===== src/rtl/uart_pkg.sv =====
// Shared types and helpers for the UART baud engine: legal oversample
// ratios, the {int,frac} divisor word and the reset-divisor calculation.
package uart_pkg;

  localparam int DIV_W_DEF  = 16;
  localparam int FRAC_W_DEF = 8;

  localparam int OVS_8  = 8;
  localparam int OVS_16 = 16;

  typedef struct packed {
    logic [DIV_W_DEF-1:0]  int_part;
    logic [FRAC_W_DEF-1:0] frac_part;
  } div_word_t;

  function automatic bit ovs_legal(input int ovs);
    return (ovs == OVS_8) || (ovs == OVS_16);
  endfunction

  // Integer part is whole clocks per oversample tick; fractional part is the
  // truncated remainder in units of 1/2^FRAC_W clock.
  function automatic div_word_t calc_div(input longint sys_clk, input longint baud,
                                         input longint ovs);
    longint    den;
    longint    quo;
    longint    rem;
    div_word_t d;
    den         = baud * ovs;
    quo         = sys_clk / den;
    rem         = sys_clk % den;
    d.int_part  = DIV_W_DEF'(quo);
    d.frac_part = FRAC_W_DEF'((rem << FRAC_W_DEF) / den);
    return d;
  endfunction

endpackage


===== src/rtl/uart_baud_engine_if.sv =====
// Control/status bundle between a UART block and its baud engine.
interface uart_baud_engine_if
  import uart_pkg::*;
#(
  parameter int DIV_W  = DIV_W_DEF,
  parameter int FRAC_W = FRAC_W_DEF
);
  logic                    baud_en;
  logic                    div_load;
  logic [DIV_W-1:0]        div_int;
  logic [FRAC_W-1:0]       div_frac;
  logic                    resync;
  logic                    rx_tick;
  logic                    mid_tick;
  logic                    tx_tick;
  logic [DIV_W+FRAC_W-1:0] div_active;

  modport master (
    output baud_en, div_load, div_int, div_frac, resync,
    input  rx_tick, mid_tick, tx_tick, div_active
  );

  modport slave (
    input  baud_en, div_load, div_int, div_frac, resync,
    output rx_tick, mid_tick, tx_tick, div_active
  );
endinterface


===== src/rtl/uart_frac_accum.sv =====
// Fractional phase accumulator: flags the periods that need one extra clock
// so the long-run mean period is int + frac/2^FRAC_W.
module uart_frac_accum #(
  parameter int FRAC_W = 8
) (
  input  logic              clk,
  input  logic              rst,
  input  logic              step,
  input  logic              clear,
  input  logic [FRAC_W-1:0] frac,
  output logic              ext
);
  logic [FRAC_W-1:0] frac_acc;
  logic [FRAC_W:0]   sum;

  // Carry out of acc+frac stretches the current period by one clock
  always_comb begin
    sum = {1'b0, frac_acc} + {1'b0, frac};
    ext = sum[FRAC_W];
  end

  // Accumulate once per completed period; resync restarts the phase
  always_ff @(posedge clk) begin
    if (!rst) begin
      frac_acc <= '0;
    end else if (clear) begin
      frac_acc <= '0;
    end else if (step) begin
      frac_acc <= sum[FRAC_W-1:0];
    end
  end
endmodule


===== src/rtl/uart_baud_engine.sv =====
// Programmable fractional baud-tick generator: oversample tick, mid-bit
// strobe and bit-rate tick, with shadowed divisor loads and phase resync.
module uart_baud_engine
  import uart_pkg::*;
#(
  parameter int SYS_CLK    = 50000000,
  parameter int BAUD_RATE  = 9600,
  parameter int OVERSAMPLE = 16,
  parameter int DIV_W      = DIV_W_DEF,
  parameter int FRAC_W     = FRAC_W_DEF
) (
  input logic                clk,
  input logic                rst,
  uart_baud_engine_if.slave  bus
);
  // Illegal ratios fall back to 16 so the counters stay power-of-two sized
  localparam int OVS  = ovs_legal(OVERSAMPLE) ? OVERSAMPLE : OVS_16;
  localparam int OS_W = $clog2(OVS);
  localparam int CW   = DIV_W + 1;
  localparam div_word_t         RST_DIV  = calc_div(longint'(SYS_CLK), longint'(BAUD_RATE),
                                                    longint'(OVS));
  localparam logic [DIV_W-1:0]  RST_INT  = DIV_W'(RST_DIV.int_part);
  localparam logic [FRAC_W-1:0] RST_FRAC = FRAC_W'(RST_DIV.frac_part);

  logic [DIV_W-1:0]  cyc_cnt;
  logic [OS_W-1:0]   os_cnt;
  logic [DIV_W-1:0]  act_int;
  logic [FRAC_W-1:0] act_frac;
  logic [DIV_W-1:0]  shd_int;
  logic [FRAC_W-1:0] shd_frac;
  logic              pending;
  logic              rx_q;
  logic              mid_q;
  logic              tx_q;
  logic              ext;
  logic              tc;
  logic              apply_now;
  logic [DIV_W-1:0]  int_eff;
  logic [CW-1:0]     last_cnt;

  uart_frac_accum #(.FRAC_W(FRAC_W)) u_frac (
    .clk   (clk),
    .rst   (rst),
    .step  (tc && !bus.resync),
    .clear (bus.resync),
    .frac  (act_frac),
    .ext   (ext)
  );

  // Terminal-count detect; integer parts 0 and 1 both mean a 1-clock base period
  always_comb begin
    int_eff   = (act_int < DIV_W'(2)) ? DIV_W'(1) : act_int;
    last_cnt  = {1'b0, int_eff} - CW'(1) + CW'(ext);
    tc        = bus.baud_en && ({1'b0, cyc_cnt} == last_cnt);
    apply_now = (tc && !bus.resync) || !bus.baud_en;
  end

  // Cycle/oversample counters and registered tick outputs; resync wins over tc
  always_ff @(posedge clk) begin
    if (!rst) begin
      cyc_cnt <= '0;
      os_cnt  <= '0;
      rx_q    <= 1'b0;
      mid_q   <= 1'b0;
      tx_q    <= 1'b0;
    end else begin
      rx_q  <= 1'b0;
      mid_q <= 1'b0;
      tx_q  <= 1'b0;
      if (bus.resync) begin
        cyc_cnt <= '0;
        os_cnt  <= '0;
      end else if (tc) begin
        cyc_cnt <= '0;
        os_cnt  <= os_cnt + OS_W'(1);
        rx_q    <= 1'b1;
        mid_q   <= (os_cnt == OS_W'(OVS / 2 - 1));
        tx_q    <= (os_cnt == OS_W'(OVS - 1));
      end else if (bus.baud_en) begin
        cyc_cnt <= cyc_cnt + DIV_W'(1);
      end
    end
  end

  // Divisor shadow: loads take effect at a period boundary, or at once while idle
  always_ff @(posedge clk) begin
    if (!rst) begin
      act_int  <= RST_INT;
      act_frac <= RST_FRAC;
      shd_int  <= '0;
      shd_frac <= '0;
      pending  <= 1'b0;
    end else begin
      if (bus.div_load) begin
        shd_int  <= bus.div_int;
        shd_frac <= bus.div_frac;
      end
      if (apply_now && bus.div_load) begin
        act_int  <= bus.div_int;
        act_frac <= bus.div_frac;
        pending  <= 1'b0;
      end else if (apply_now && pending) begin
        act_int  <= shd_int;
        act_frac <= shd_frac;
        pending  <= 1'b0;
      end else if (bus.div_load) begin
        pending  <= 1'b1;
      end
    end
  end

  assign bus.rx_tick    = rx_q;
  assign bus.mid_tick   = mid_q;
  assign bus.tx_tick    = tx_q;
  assign bus.div_active = {act_int, act_frac};
endmodule

===== src/flat_wrapper.sv =====
// flat-port wrapper written by rule: the top's interface ports become plain ports
module uart_baud_engine_flat import uart_pkg::*;
#(
  parameter int SYS_CLK    = 50000000,
  parameter int BAUD_RATE  = 9600,
  parameter int OVERSAMPLE = 16,
  parameter int DIV_W      = DIV_W_DEF,
  parameter int FRAC_W     = FRAC_W_DEF
)
  (clk, rst, bus_baud_en, bus_div_load, bus_div_int, bus_div_frac, bus_resync, bus_rx_tick, bus_mid_tick, bus_tx_tick, bus_div_active);
  uart_baud_engine_if #(.DIV_W(DIV_W), .FRAC_W(FRAC_W)) bus_i ();
  input logic clk;
  input logic rst;
  input wire logic [$bits(bus_i.baud_en)-1:0] bus_baud_en;
  input wire logic [$bits(bus_i.div_load)-1:0] bus_div_load;
  input wire logic [$bits(bus_i.div_int)-1:0] bus_div_int;
  input wire logic [$bits(bus_i.div_frac)-1:0] bus_div_frac;
  input wire logic [$bits(bus_i.resync)-1:0] bus_resync;
  output wire logic [$bits(bus_i.rx_tick)-1:0] bus_rx_tick;
  output wire logic [$bits(bus_i.mid_tick)-1:0] bus_mid_tick;
  output wire logic [$bits(bus_i.tx_tick)-1:0] bus_tx_tick;
  output wire logic [$bits(bus_i.div_active)-1:0] bus_div_active;
  assign bus_i.baud_en = bus_baud_en;
  assign bus_i.div_load = bus_div_load;
  assign bus_i.div_int = bus_div_int;
  assign bus_i.div_frac = bus_div_frac;
  assign bus_i.resync = bus_resync;
  assign bus_rx_tick = bus_i.rx_tick;
  assign bus_mid_tick = bus_i.mid_tick;
  assign bus_tx_tick = bus_i.tx_tick;
  assign bus_div_active = bus_i.div_active;
  uart_baud_engine #(.SYS_CLK(SYS_CLK), .BAUD_RATE(BAUD_RATE), .OVERSAMPLE(OVERSAMPLE), .DIV_W(DIV_W), .FRAC_W(FRAC_W)) u_core (.clk(clk), .rst(rst), .bus(bus_i));
endmodule

===== config.mk =====
export PLATFORM = sky130hd
export DESIGN_NAME = uart_baud_engine_flat
export DESIGN_NICKNAME = d
export VERILOG_FILES = /design/src/rtl/uart_pkg.sv /design/src/rtl/uart_baud_engine_if.sv /design/src/rtl/uart_frac_accum.sv /design/src/rtl/uart_baud_engine.sv /design/src/flat_wrapper.sv
export SDC_FILE = /design/constraint.sdc
export NUM_CORES = 1
export LEC_CHECK = 0
export BUFFER_PORTS_ARGS = -buffer_cell sky130_fd_sc_hd__buf_4
export CAP_MARGIN = 30
export CORE_MARGIN = 1.5
export CORE_UTILIZATION = 52
export CTS_CLUSTER_SIZE = 14
export DETAILED_ROUTE_END_ITERATION = 10
export HOLD_SLACK_MARGIN = 0.08
export PLACE_DENSITY = 0.85
export SETUP_SLACK_MARGIN = 0.1
export SLEW_MARGIN = 0
export SYNTH_ARGS = -nofsm -noshare
export SYNTH_HDL_FRONTEND = slang
export SYNTH_SLANG_ARGS = --single-unit

===== constraint.sdc =====
create_clock -name clk -period 3.8 [get_ports clk]
set_input_delay 0.38 -clock clk [delete_from_list [all_inputs] [get_ports clk]]
set_output_delay 0.38 -clock clk [all_outputs]
set_load 0.02 [all_outputs]

==> impl_metrics.json, run 1 <==
{
  "seq_area_sq_mm": 0.00161,
  "place_area_sq_mm": 0.00480,
  "final_area_sq_mm": 0.00537,
  "place_congestion": 0.934,
  "cts-root-buf": "clkbuf_8",
  "antenna_found_initial": 0,
  "drt_first_pass_iters": 7,
  "ios": 56,
  "crit_start": "u_core.act_frac[0]",
  "syn_area_sq_mm": 0.00415,
  "htreeDepth": 3,
  "fin_nets": 536,
  "grt_pass1_wl_um": 16300,
  "drive_gt1_share_pct": 31.9,
  "syn_inst": 426,
  "synthDistinctLibCells": 58,
  "vias_per_cell": 5.82,
  "worstPathRequired_ps": 4030,
  "crit_type": "register to register",
  "dp_hpwl_um": 6730,
  "worst_clock_skew_ps": 11.6,
  "yosysMostFrequentCell": "dfxtp_1",
  "die_y_um": 92.3,
  "instances_no_fill": 601,
  "clkPwrFrac_pct": 36.1,
  "yosysWarnings": 0,
  "synth_edf_count": 0,
  "avgSynthCellArea_sq_um": 9.74,
  "syn-num-nets": 468,
  "synth_top_area_share_pct": 38.6,
  "die_width_um": 92.3,
  "hp-start": "bus_div_int[4]",
  "netlist_top_cells_area": "dfxtp_1, mux2i_1, xor2_1",
  "dp_cells": 575,
  "async_flop_share_pct": 0,
  "grt_start_max_net_pins": 45,
  "violations": "setup timing",
  "drv_slew": 0,
  "path_clk_slew_ps": 80,
  "setup_viol": 31,
  "rsz0062_at_grt": "true",
  "slew_headroom_pct": 34.6,
  "p_sw_mw": 0.538,
  "start_util_pct": 53.7,
  "cts_sinks": 80,
  "core_area_sq_mm": 0.00773,
  "synthTopCellsByCount": "dfxtp_1, nor2_1, mux2i_1",
  "avgRoutedWirePerCell_um": 18.4,
  "worst_pin_slew_ps": 978,
  "cts_tree": "yes",
  "hold_class": "input port to register",
  "syn2layout_area_growth_pct": 29.6,
  "gr-total-overflow": 0,
  "io_buffers": 55,
  "numCtsBuffers": 9,
  "die_area_sq_mm": 0.00852,
  "drt-total-wl_um": 11100,
  "final.min_clock_period_ps": 3900,
  "finalCritPeriodShare_pct": 103,
  "clock_path_buffers": 2,
  "power_leakage_nw": 2.21,
  "comb_power_share_pct": 16.0,
  "clock.fmax_ghz": 0.256,
  "hold_viol": 0,
  "synth_flop_cell": "dfxtp_1",
  "seq_power_share_pct": 47.9,
  "hold_buffers": 0,
  "power_density_mw_per_mm2": 353,
  "num_rows": 32,
  "grt.total_usage_pct": 24.4,
  "ant_nets": 0,
  "diodes": 0,
  "startpoint_type": "register",
  "worst_skew_pair.late_latency_ps": 370,
  "reg2reg_from": "u_core.act_frac[0]",
  "yosys_register_bits": 80,
  "endpoint_kind": "register",
  "fill_cells": 534,
  "p_int_mw": 1.36,
  "multi_input_area_sq_mm": 0.00265,
  "fin_ws_ps": -104,
  "arrival_ps": 4140,
  "ir_drop_v": 0.000293,
  "drtIter0Drc": 216,
  "max_cap_viol_count": 0,
  "crit_fanout": 7,
  "drc": 0,
  "synth.largest_area_cell": "dfxtp_1",
  "sw_frac_of_total_pct": 28.3,
  "vias": 3499,
  "finalSetupTns_ps": -1780,
  "outcome": "complete, but fails checks",
  "yosysSeqAreaShare_pct": 38.6,
  "grt_pass1_vias": 3325
}
==> stage by stage <==
stage / util (%) / hold slack, ps / power, mW / setup slack, ps
after CTS: 66.6 / 282 / 1.86 / -23.0
after detailed placement: 62.1 / 479 / 1.18 / -198
after global placement: 62.1 / 476 / 1.17 / -117
after floorplan: - / 465 / 1.08 / 16.0
final: 69.5 / 290 / 1.90 / -104
after global routing: 69.5 / 294 / 1.96 / -316
==> worst paths after layout <==
kind | endpoint | slack (ps) | depth (start not counted)
setup reg to reg | u_core.u_frac.frac_acc[4] | -100 | 23
hold / removal | u_core.shd_int[4] | 290 | 3
hold reg to reg | u_core.bus.tx_tick | 490 | 1
setup / recovery | u_core.u_frac.frac_acc[4] | -100 | 23
==> area by class of cell <==
class                           instances  share of cell area, %
Clock buffer                           10                   2.77
Clock inverter                          6                   1.21
Inverter                               11                  0.768
Multi-Input combinational cell        309                   49.2
Sequential cell                        80                   29.9
Tap cell                              102                   2.37
Timing Repair Buffer                   83                   13.7
==> per-layer routing <==
metal  vias up  share of wire [%]  GRT usage, %
met2       114                 50          41.2
met5         -                  0             0
li1       1653                  -             -
met4         0                2.6          10.4
met3        25                4.5          4.27
met1      1707                 43          30.4
==> sequential cells by signal, indices dropped and copies added (netlist names) <==
register and count:
u_core.act_int 16, u_core.cyc_cnt 16, u_core.shd_int 16, u_core.act_frac 8, u_core.shd_frac 8, u_core.u_frac.frac_acc 8
u_core.os_cnt 4, u_core.bus.mid_tick 1, u_core.bus.rx_tick 1, u_core.bus.tx_tick 1, u_core.pending 1
==> power groups by stage <==
stage / logic [mW] / clock network [mW] / registers [mW]
global route: 0.320 / 0.723 / 0.913
detailed placement: 0.259 / 0 / 0.924
floorplan: 0.152 / 0 / 0.932
global placement: 0.251 / 0 / 0.923
CTS: 0.274 / 0.683 / 0.906
finish: 0.303 / 0.685 / 0.910
==> what timing repair did <==
item,4_1_cts,5_1_grt
buffers inserted,3,5
gates resized for setup,20,27
setup endpoints to repair,55,56
cloned,1,1
pin swaps,7,13
==> cells in the final DEF, fill, tap and decap left out, types with 10 or more instances in the layout <==
cell	synthesis	final
mux2i_1	34	33
a22oi_1	18	18
nor2b_1	30	30
nor2_1	44	42
xor2_1	23	23
dfxtp_1	80	76
o2bb2ai_2	10	13
nand2_1	14	13
xnor2_1	16	15
inv_1	11	10
buf_4	2	72
==> worst max-delay path, cell delays in order (launching register included) <==
cell,delay (ps)
dfxtp_4,360
ha_4,160
inv_2,50
fa_2,200
nor2b_1,50
o21ai_1,110
nand2b_1,90
a21o_1,160
a21o_1,160
a21o_1,170
a21oi_2,210
ha_4,190
ha_4,150
nor3b_4,220
buf_6,140
nand3_4,80
xnor2_2,180
o21ai_1,100
nor3_2,120
buf_4,160
and3_4,250
buf_12,150
mux2i_4,240
nor2_1,70
==> logic make-up after synthesis <==
logic type	Yosys count	share of synthesized area, %
compound gates	82	17.0
xor+xnor	39	8.24
fa+ha+maj	13	4.10
buf+inv	37	4.34
flops	80	38.6
mux	37	9.02
simple gates	138	18.7
(Power assumes the default switching activity.)
==> run 2, diff against run 1 <==
--- a/config.mk
+++ b/config.mk
@@ -8,11 +8,11 @@
 export BUFFER_PORTS_ARGS = -buffer_cell sky130_fd_sc_hd__buf_4
 export CAP_MARGIN = 30
 export CORE_MARGIN = 1.5
-export CORE_UTILIZATION = 52
+export CORE_UTILIZATION = 40
 export CTS_CLUSTER_SIZE = 14
 export DETAILED_ROUTE_END_ITERATION = 10
 export HOLD_SLACK_MARGIN = 0.08
-export PLACE_DENSITY = 0.85
+export PLACE_DENSITY = 0.7
 export SETUP_SLACK_MARGIN = 0.1
 export SLEW_MARGIN = 0
 export SYNTH_ARGS = -nofsm -noshare
==> run 2 against run 1 <==
  * The run still ends with setup timing left
  * Clock-buffer cell count up 2
  * Highest routed layer unchanged
  * Clock power down 7.2%
  * Wire length down 8.8%
  * Critical path depth down 1
  * Power down 4.8%
  * Worst hold slack better by 2.8 ps
  * Critical path type unchanged
  * Via count down 3.8%
  * Flip-flop and latch count unchanged
  * Sequential power about the same
  * Cell count up 6.7%
==> impl_metrics.json, run 2 (synthesized netlist as in run 1, its figures left out) <==
{
  "drtIter0Drc": 156,
  "met2_usage_pct": 30.0,
  "hold_viol": 0,
  "avgRoutedWirePerCell_um": 15.8,
  "p_total_mw": 1.81,
  "drc": 0,
  "final_cell_mix": "buf_4, dfxtp_1, nor2_1",
  "place_congestion": 0.916,
  "ios": 56,
  "r2r_slack_ps": -40,
  "drv_slew": 0,
  "setup_viol": 22,
  "die_width_um": 105,
  "cts-root-buf": "clkbuf_8",
  "grt.total_usage_pct": 18.7,
  "reg2reg_from": "u_core.act_frac[0]",
  "vias": 3365,
  "antenna_found_initial": 0,
  "fin_nets": 545,
  "max_cap_viol_count": 0,
  "rsz0062_at_grt": "true",
  "drive_gt1_share_pct": 30.1,
  "grt_pass1_vias": 3369,
  "grt.met1_usage_pct": 24.6,
  "outcome": "complete, but fails checks",
  "numCtsBuffers": 9,
  "drt_first_pass_iters": 4,
  "worst_pin_slew_ps": 605,
  "power_density_mw_per_mm2": 342,
  "worstPathRequired_ps": 4040,
  "io_buffers": 55,
  "finalCritPeriodShare_pct": 101,
  "htreeDepth": 3,
  "fin_ws_ps": -39.3,
  "gr-total-overflow": 0,
  "cts_sinks": 80,
  "worst_clock_skew_ps": 11.6,
  "slew_headroom_pct": 59.6,
  "core_area_sq_mm": 0.00991,
  "hold_buffers": 0,
  "crit_fanout": 17,
  "grt_start_max_net_pins": 45,
  "syn2layout_area_growth_pct": 27.4,
  "path_clk_slew_ps": 80,
  "die_y_um": 105,
  "vias_per_cell": 5.25,
  "busiest_layer": "met2",
  "ir_drop_v": 0.000196,
  "hold_end": "u_core.shd_int[10]",
  "reg2reg_depth": 22,
  "final.min_clock_period_ps": 3840,
  "reg_top3": "u_core.act_int (16), u_core.cyc_cnt (16), u_core.shd_int (16)",
  "violations": "setup timing",
  "worst_skew_pair.late_latency_ps": 360,
  "clock_path_buffers": 2,
  "crit_type": "register to register",
  "power_leakage_nw": 2.20,
  "grtUsageMet3_pct": 4.12,
  "clock.fmax_ghz": 0.260,
  "startpoint_type": "register",
  "dp_hpwl_um": 6710,
  "ant_nets": 0,
  "start_util_pct": 41.9,
  "grt_pass1_wl_um": 16500,
  "final_common_cell": "buf_4",
  "hp-start": "bus_div_int[10]",
  "cts_tree": "yes",
  "r2r_end": "u_core.act_int[4]",
  "die_area_sq_mm": 0.0110,
  "arrival_ps": 4080,
  "drt-total-wl_um": 10100,
  "hold_class": "input port to register",
  "place_area_sq_mm": 0.00478,
  "endpoint_kind": "register",
  "num_rows": 36,
  "holdPathStages": 3,
  "diodes": 0,
  "final_area_sq_mm": 0.00529
}
==> run 2: worst max-delay path by stage <==
| stage | start | to | cells past startpoint |
|---|---|---|---|
| after floorplan | u_core.act_frac[0] | u_core.act_frac[1] | 23 |
| after global placement | u_core.act_frac[0] | u_core.act_frac[2] | 19 |
| after detailed placement | u_core.act_frac[0] | u_core.act_frac[0] | 19 |
| after CTS | u_core.act_frac[0] | u_core.act_int[1] | 21 |
| after global routing | u_core.act_frac[0] | u_core.act_frac[2] | 20 |
| final | u_core.act_frac[0] | u_core.act_int[4] | 22 |
==> run 2: metal layers <==
layer | wire length [um] | share of wire [%]
met3 | 521 | 5.2
met4 | 203 | 2.0
met1 | 4690 | 46
met2 | 4700 | 46
met5 | 0 | 0
==> run 2: final cells by class <==
type / instances / area [sq um]
clock inverters: 4 / 53.8
well taps: 133 / 166
clock buffers: 12 / 145
multi-input cells: 309 / 2510
fillers: 872 / 4620
flip-flops and latches: 80 / 1610
inverters: 11 / 41.3
repair buffers: 92 / 758
==> run 2: report_power, final <==
group	switching, mW	leakage [nW]	total (mW)	internal, mW
logic	0.135	1.45	0.266	0.130
registers	0.0374	0.654	0.907	0.869
clock network	0.313	0.0928	0.636	0.323
total	0.486	2.20	1.81	1.32
==> run 2: timing repair <==
item	4_1_cts	5_1_grt
pin swaps	5	10
setup buffers	25	2
setup endpoints to repair	55	56
resized for setup	6	12
gates cloned	0	1
==> run 2: critical path, cell delays in order (launching register included) <==
cell and delay, ps:
dfxtp_4 370, ha_4 130, inv_2 40, fa_2 350
nor2b_2 160, o21ai_2 60, nand2b_1 100, a21o_1 130
a21o_1 140, a21o_1 140, a21oi_2 80, ha_4 180
ha_4 170, buf_4 130, buf_4 140, o21ai_1 120
a21oi_1 80, a21oi_1 280, a2bb2oi_4 220, a41oi_4 170
o21a_1 240, buf_12 170, o2bb2ai_1 130
==> run 2: through the flow <==
stage | setup TNS, ps | worst slack (ps) | util (%) | std cells | hold WS [ps]
2_1_floorplan | 0 | 16.0 | - | 426 | 465
3_3_place_gp | -3320 | -124 | 48.2 | 598 | 477
3_5_place_dp | -4110 | -141 | 48.2 | 598 | 471
4_1_cts | 0 | 2.11 | 52.4 | 639 | 279
5_1_grt | -7680 | -217 | 53.3 | 641 | 295
6_report | -415 | -39.3 | 53.3 | 641 | 293
